==> config.mk <==
export PLATFORM = sky130hd
export DESIGN_NAME = multiplier_control
export DESIGN_NICKNAME = d
export VERILOG_FILES = /design/src/rtl/multiplier_control.sv
export SDC_FILE = /design/constraint.sdc
export NUM_CORES = 1
export LEC_CHECK = 0
export ABC_CLOCK_PERIOD_IN_PS = 2750
export CAP_MARGIN = 5
export CORE_AREA = 4 4 41 43
export CTS_BUF_LIST = sky130_fd_sc_hd__clkbuf_8
export DETAILED_ROUTE_END_ITERATION = 10
export DIE_AREA = 0 0 45 47
export PLACE_DENSITY = 0.58
export SLEW_MARGIN = 10
export SYNTH_ARGS = -nofsm -noshare
export SYNTH_HDL_FRONTEND = slang
export SYNTH_SLANG_ARGS = --single-unit
==> constraint.sdc <==
create_clock -name clock -period 2.75 [get_ports clock]
set_input_delay 0.825 -clock clock [delete_from_list [all_inputs] [get_ports clock]]
set_output_delay 0.825 -clock clock [all_outputs]
set_load 0.005 [all_outputs]
==> src/rtl/multiplier_control.sv <==
// Sequencer for the n-bit shift-add multiplier: catches a rising start edge,
// loads AQ, then issues n add/shift or shift-only steps chosen by Q0.
module multiplier_control #(
  parameter int n = 4
) (
  input  logic                     clock,
  input  logic                     reset,
  input  logic                     start,
  input  logic                     Q0,
  output logic                     load,
  output logic                     add_shift,
  output logic                     shift,
  output logic                     busy,
  output logic                     done,
  output logic                     ready,
  output logic [$clog2(n+1)-1:0]   count
);

  localparam int CW = $clog2(n+1);

  typedef enum logic [1:0] {IDLE, LOAD, RUN, DONE} state_t;

  state_t        state_q, state_d;
  logic          start_q;
  logic          ready_q, ready_d;
  logic [CW-1:0] count_q, count_d;
  logic          start_edge;

  // start only feeds next-state logic, so no output sees it combinationally
  assign start_edge = start & ~start_q;

  always_ff @(posedge clock or posedge reset) begin
    if (reset) begin
      state_q <= IDLE;
      start_q <= 1'b0;
      ready_q <= 1'b0;
      count_q <= '0;
    end else begin
      state_q <= state_d;
      start_q <= start;
      ready_q <= ready_d;
      count_q <= count_d;
    end
  end

  always_comb begin
    state_d   = state_q;
    ready_d   = ready_q;
    count_d   = count_q;
    load      = 1'b0;
    add_shift = 1'b0;
    shift     = 1'b0;
    busy      = 1'b0;
    done      = 1'b0;
    unique case (state_q)
      IDLE: begin
        count_d = '0;
        if (start_edge) begin
          state_d = LOAD;
          ready_d = 1'b0;
        end
      end
      LOAD: begin
        load    = 1'b1;
        busy    = 1'b1;
        ready_d = 1'b0;
        count_d = CW'(n);
        state_d = RUN;
      end
      RUN: begin
        busy      = 1'b1;
        add_shift = Q0;
        shift     = ~Q0;
        if (count_q != '0) count_d = count_q - 1'b1;
        // last step: product is valid once DONE is entered
        if (count_q <= CW'(1)) begin
          state_d = DONE;
          ready_d = 1'b1;
        end
      end
      DONE: begin
        done    = 1'b1;
        count_d = '0;
        state_d = IDLE;
      end
      default: state_d = IDLE;
    endcase
  end

  assign ready = ready_q;
  assign count = count_q;

endmodule

==> impl_metrics.env, run 1 <==
export IMPL_vdd_ir_drop_max_mv=0.554
export IMPL_master_cell_of_the_clock_root_buffer="clkbuf_8"
export IMPL_dr_pass1_iters=3
export IMPL_holdWs_ns=0.509
export IMPL_drt_vias_per_instance=4.91
export IMPL_floorplan_core_area_um2=1300
export IMPL_postSynth_topFlopCell="dfrtp_1"
export IMPL_setup_viol=0
export IMPL_total_routing_resource_utilization_after_global_routing_pct=11.2
export IMPL_critical_path_class="input pin to output pin"
export IMPL_postSynth_asyncResetShare_pct=100
export IMPL_final_critical_path_setup_slack_ns=0.0554
export IMPL_worstReg2RegStart="state_q[0]"
export IMPL_layout_min_cycle_time_ns=2.69
export IMPL_cp_arrival_ns=1.87
export IMPL_powerDensity_nw_per_um2=1130
export IMPL_worst_path_max_fanout=2
export IMPL_drtIter0Drc=3
export IMPL_max_freq_ghz=0.371
export IMPL_cts_inserted_buffers=3
export IMPL_slew_limit_headroom_pct=78.2
export IMPL_min_delay_start="ready"
export IMPL_wl_per_cell_um=11.7
export IMPL_syn_area_um2=460
export IMPL_synth_fp_nets=56
export IMPL_multi_input_area_um2=259
export IMPL_setup_worst_path_start="Q0"
export IMPL_io_pins=13
export IMPL_finalWeightedCongestion=0.694
export IMPL_worst_min_delay_path_category="register to register"
export IMPL_power_internal_mw=0.472
export IMPL_grt_start_max_net_pins=12
export IMPL_max_cap_violations=0
export IMPL_clockPowerShare_pct=19.8
export IMPL_antenna_cells_inserted=0
export IMPL_worst_slew_pin_tran_ns=0.326
export IMPL_post_dp_cell_area_um2=592
export IMPL_synth_sequential_area_ratio_pct=38.0
export IMPL_end_kind="output pin"
export IMPL_clkSlewWorstSetupHoldPaths_ns=0.04
export IMPL_ant_nets=0
export IMPL_seqPwrFrac_pct=25.3
export IMPL_run_status="complete, no violations"
export IMPL_initial_utilization_pct=35.4
export IMPL_io_buffers=12
export IMPL_post_synth_inst_count=45
export IMPL_seqCellArea_um2=175
export IMPL_vias=368
export IMPL_postRouteWirelength_um=875
export IMPL_power_combinational_fraction_pct=54.9
export IMPL_layout_cell_area_non_filler_um2=641
export IMPL_grt_overflow=0
export IMPL_clock_path_buffers=2
export IMPL_num_nets_final=72
export IMPL_synth_ff_latch_count=7
export IMPL_place_inst=71
export IMPL_floorplan_die_width_um=45
export IMPL_layout_filler_cells=138
export IMPL_die_area_um2=2120
export IMPL_final_max_slew_viol_count=0
export IMPL_total_negative_slack_for_setup_checks_ns=0
export IMPL_height_of_the_die_um=47
export IMPL_cell_variety_after_synth=21
export IMPL_grt_pass1_wl_mm=1.55
export IMPL_grt_antenna_before_repair=0
export IMPL_post_synth_cell_area_avg_um2=10.2
export IMPL_cp_start_kind="input pin"
export IMPL_synth_enable_flop_cells=0
export IMPL_period_share_pct=98.0
export IMPL_layout_area_overhead_vs_synth_pct=39.1
export IMPL_tritoncts="yes"
export IMPL_drive_gt1_share_pct=10.0
export IMPL_synth_warnings=0
export IMPL_power_static_leakage_nw=0.324
export IMPL_number_of_hold_repair_buffers_added_at_the_cts_stage=0
export IMPL_clock_sinks=7
export IMPL_num_rows=13
export IMPL_timing_critical_path_required_ns=1.93
export IMPL_finClkSkew_ns=0.00308
export IMPL_number_of_global_route_vias_before_repair=351
export IMPL_htree_num_levels=1
export IMPL_net_switching_power_mw=0.254
export IMPL_worst_skew_pair_late_latency_ns=0.23
export IMPL_switching_share_pct=35.0
export IMPL_post_cts_repair_resize_count=0
export IMPL_rsz0062_at_grt="no"
export IMPL_fin_cells=75
export IMPL_post_route_drc_count=0
export IMPL_place_worst_setup_slack_ns=0.00547
export IMPL_finish_utilization_pct=49.2
export IMPL_totalPowerFinal_mw=0.726
export IMPL_cts_repair_timing_setup_buffer_count=0
export IMPL_finalHoldViolCount=0
routing by layer:
layer | routed length, um | vias to the layer above | global-route usage (%)
li1 | - | 183 | -
met2 | 393 | 11 | 15.0
met1 | 384 | 172 | 12.8
met4 | 14 | 0 | 7.02
met3 | 83 | 2 | 8.05
met5 | 0 | - | 0
critical path, cell delays in order:
cell and delay [ns]:
clkdlybuf4s50_1 0.42, nor2b_1 0.12, clkdlybuf4s50_1 0.51
kinds of logic after synthesis:
| group | Yosys count | share of synthesized area [%] |
|---|---|---|
| AND/OR/NAND/NOR | 14 | 15.8 |
| multiplexers | 2 | 4.35 |
| AO/OA/AOI/OAI | 8 | 15.2 |
| XOR/XNOR | 1 | 1.90 |
| adder cells (fa/ha/maj) | 7 | 19.0 |
| flip-flops | 7 | 38.0 |
| buffers and inverters | 6 | 5.71 |
area by class of cell:
| class | count | share of cell area, % |
|---|---|---|
| Tap cell | 15 | 2.93 |
| Clock inverter | 1 | 0.781 |
| Sequential cell | 7 | 27.3 |
| Multi-Input combinational cell | 32 | 40.4 |
| Inverter | 5 | 2.93 |
| Clock buffer | 3 | 6.45 |
| Timing Repair Buffer | 12 | 19.1 |
cells in the mapped netlist (2+ instances only):
master,count,area [um2]
dfrtp_1,7,175
and2_1,2,12.5
nor2b_1,3,18.8
mux2i_1,2,20.0
ha_1,7,87.6
nor2_1,5,18.8
inv_1,5,18.8
cell usage in the layout (no fill, tap or decap), types with 2 or more instances in the layout:
| cell type | synthesis | layout |
|---|---|---|
| and2_1 | 2 | 2 |
| clkbuf_8 | 0 | 3 |
| clkdlybuf4s50_1 | 0 | 11 |
| dfrtp_1 | 7 | 7 |
| ha_1 | 7 | 7 |
| inv_1 | 5 | 5 |
| mux2i_1 | 2 | 2 |
| nor2_1 | 5 | 5 |
| nor2b_1 | 3 | 3 |
power by group through the flow:
stage                     sequential [mW]  combinational, mW  clock, mW
after global routing                0.195              0.452      0.159
after CTS                           0.185              0.407      0.148
final                               0.183              0.399      0.144
after detailed placement            0.186              0.405          0
after global placement              0.186              0.402          0
after floorplan                     0.179              0.256          0
path summary, 6_finish.rpt:
path,end,slack (ns),depth (start not counted)
worst max-delay path,shift,0.06,3
worst min-delay path,ready,0.51,1
worst max register to register,state_q[1],1.17,4
worst min register to register,ready,0.51,1
max in group asynchronous,state_q[0],1.70,2
min in group asynchronous,count[0],0.83,2
state kept, by name, indices dropped and copies added, names as in the netlist:
signal	cells
state_q	2
count	3
ready	1
start_q	1
No activity file was read; power rests on OpenSTA's default activity.
==> run 2, diff against run 1 <==
- ABC_CLOCK_PERIOD_IN_PS: 2750 -> 3400
- SLEW_MARGIN: 10 -> 15
- clock period: 2.75 -> 3.4 ns (I/O delays scaled with it)
==> impl_metrics.env, run 2 (synthesis results as in run 1) <==
export IMPL_drtIter0Drc=4
export IMPL_drive_gt1_share_pct=8.33
export IMPL_die_area_um2=2120
export IMPL_largest_register_ffs=3
export IMPL_drt_vias_per_instance=4.87
export IMPL_worstReg2RegStart="state_q[0]"
export IMPL_ant_nets=0
export IMPL_finalHoldViolCount=0
export IMPL_io_buffers=12
export IMPL_htree_num_levels=1
export IMPL_cts_repair_timing_setup_buffer_count=0
export IMPL_wl_per_cell_um=11.7
export IMPL_vdd_ir_drop_max_mv=0.417
export IMPL_vias=365
export IMPL_post_route_drc_count=0
export IMPL_tritoncts="yes"
export IMPL_powerDensity_nw_per_um2=920
export IMPL_seqPwrFrac_pct=25.4
export IMPL_holdWs_ns=0.507
export IMPL_worst_skew_pair_late_latency_ns=0.23
export IMPL_grt_start_max_net_pins=12
export IMPL_max_freq_ghz=0.320
export IMPL_io_pins=13
export IMPL_power_combinational_fraction_pct=55.0
export IMPL_final_max_slew_viol_count=0
export IMPL_number_of_hold_repair_buffers_added_at_the_cts_stage=0
export IMPL_clock_path_buffers=2
export IMPL_critical_path_class="input pin to output pin"
export IMPL_post_cts_repair_resize_count=0
export IMPL_net_switching_power_mw=0.205
export IMPL_min_delay_start="ready"
export IMPL_timing_critical_path_required_ns=2.38
export IMPL_rsz0062_at_grt="no"
export IMPL_height_of_the_die_um=47
export IMPL_clock_sinks=7
export IMPL_layout_cells_most_common_list="12 x clkdlybuf4s50_1, 7 x ha_1, 7 x dfrtp_1"
export IMPL_layout_cell_area_non_filler_um2=637
export IMPL_grt_pass1_wl_mm=1.44
export IMPL_power_static_leakage_nw=0.309
export IMPL_finish_utilization_pct=48.9
export IMPL_postRouteWirelength_um=877
export IMPL_cts_inserted_buffers=3
export IMPL_slew_limit_headroom_pct=78.5
export IMPL_setup_viol=0
export IMPL_dr_pass1_iters=4
export IMPL_antenna_cells_inserted=0
export IMPL_clkSlewWorstSetupHoldPaths_ns=0.04
export IMPL_cp_start_kind="input pin"
export IMPL_worst_slew_pin_tran_ns=0.323
export IMPL_worst_path_max_fanout=2
export IMPL_finalWeightedCongestion=0.694
export IMPL_layout_min_cycle_time_ns=3.13
export IMPL_place_worst_setup_slack_ns=0.266
export IMPL_end_kind="output pin"
export IMPL_cp_arrival_ns=2.11
export IMPL_total_negative_slack_for_setup_checks_ns=0
export IMPL_initial_utilization_pct=35.4
export IMPL_dpl_hpwl_um=700
export IMPL_post_dp_cell_area_um2=592
export IMPL_grt_antenna_before_repair=0
export IMPL_num_nets_final=72
export IMPL_finClkSkew_ns=0.00576
export IMPL_total_routing_resource_utilization_after_global_routing_pct=10.4
export IMPL_place_inst=71
export IMPL_num_rows=13
export IMPL_layout_filler_cells=140
export IMPL_grt_overflow=0
export IMPL_layout_commonest_cell="clkdlybuf4s50_1"
export IMPL_period_share_pct=92.0
export IMPL_layout_area_overhead_vs_synth_pct=38.3
export IMPL_floorplan_die_width_um=45
export IMPL_worst_min_delay_path_category="register to register"
export IMPL_setup_worst_path_start="Q0"
export IMPL_max_cap_violations=0
export IMPL_fin_cells=75
export IMPL_switching_share_pct=35.0
export IMPL_number_of_global_route_vias_before_repair=362
export IMPL_final_critical_path_setup_slack_ns=0.272
export IMPL_master_cell_of_the_clock_root_buffer="clkbuf_8"
export IMPL_clockPowerShare_pct=19.5
export IMPL_floorplan_core_area_um2=1300
export IMPL_totalPowerFinal_mw=0.586
export IMPL_power_internal_mw=0.381
export IMPL_run_status="complete, no violations"
## run 2: cell count changes in the layout (fill, tap and decap cells not counted), sizes merged
| cell | delta |
|---|---|
| clkdlybuf4s50 | +1 |
| dlymetal6s2s | -1 |
| clkinv | -1 |
| inv | +1 |
## run 2: worst paths after layout
kind | endpoint | slack, ns | depth (start not counted)
setup reg to reg | state_q[1] | 1.80 | 4
setup / recovery | add_shift | 0.27 | 3
min in group asynchronous | count[1] | 1.02 | 2
max in group asynchronous | state_q[1] | 2.17 | 2
hold / removal | ready | 0.51 | 1
hold reg to reg | ready | 0.51 | 1
## run 2: critical path, stage by stage
cell and delay [ns]:
clkdlybuf4s50_1 0.48, and2_1 0.12, clkdlybuf4s50_1 0.49
## run 2: final cells by class
class                   count  area [um2]  area share [%]
clock buffers               3        41.3            6.48
clock inverters             1        3.75           0.589
inverters                   5        18.8            2.95
multi-input cells          32         259            40.7
flip-flops and latches      7         175            27.5
well taps                  15        18.8            2.95
repair buffers             12         120            18.9
## run 2: layer usage
| metal | part of all wire (%) | vias to the layer above | track usage, % |
|---|---|---|---|
| met5 | 0 | - | 0 |
| met4 | 1.7 | 0 | 7.02 |
| met3 | 7.9 | 2 | 6.90 |
| met2 | 45 | 14 | 15.0 |
| met1 | 45 | 165 | 11.2 |
| li1 | - | 184 | - |
## run 2: power by group through the flow
stage                     combinational [mW]  clock, mW  sequential [mW]
after floorplan                        0.207          0            0.145
after global placement                 0.325          0            0.151
after detailed placement               0.326          0            0.151
after CTS                              0.328      0.120            0.150
after global routing                   0.364      0.126            0.156
final                                  0.322      0.114            0.149
==> run 3, diff against run 2 <==
- SLEW_MARGIN: 15 -> 20
==> results of run 3 <==
Same layout as run 2: the final DEF is identical, and so are final timing and power.
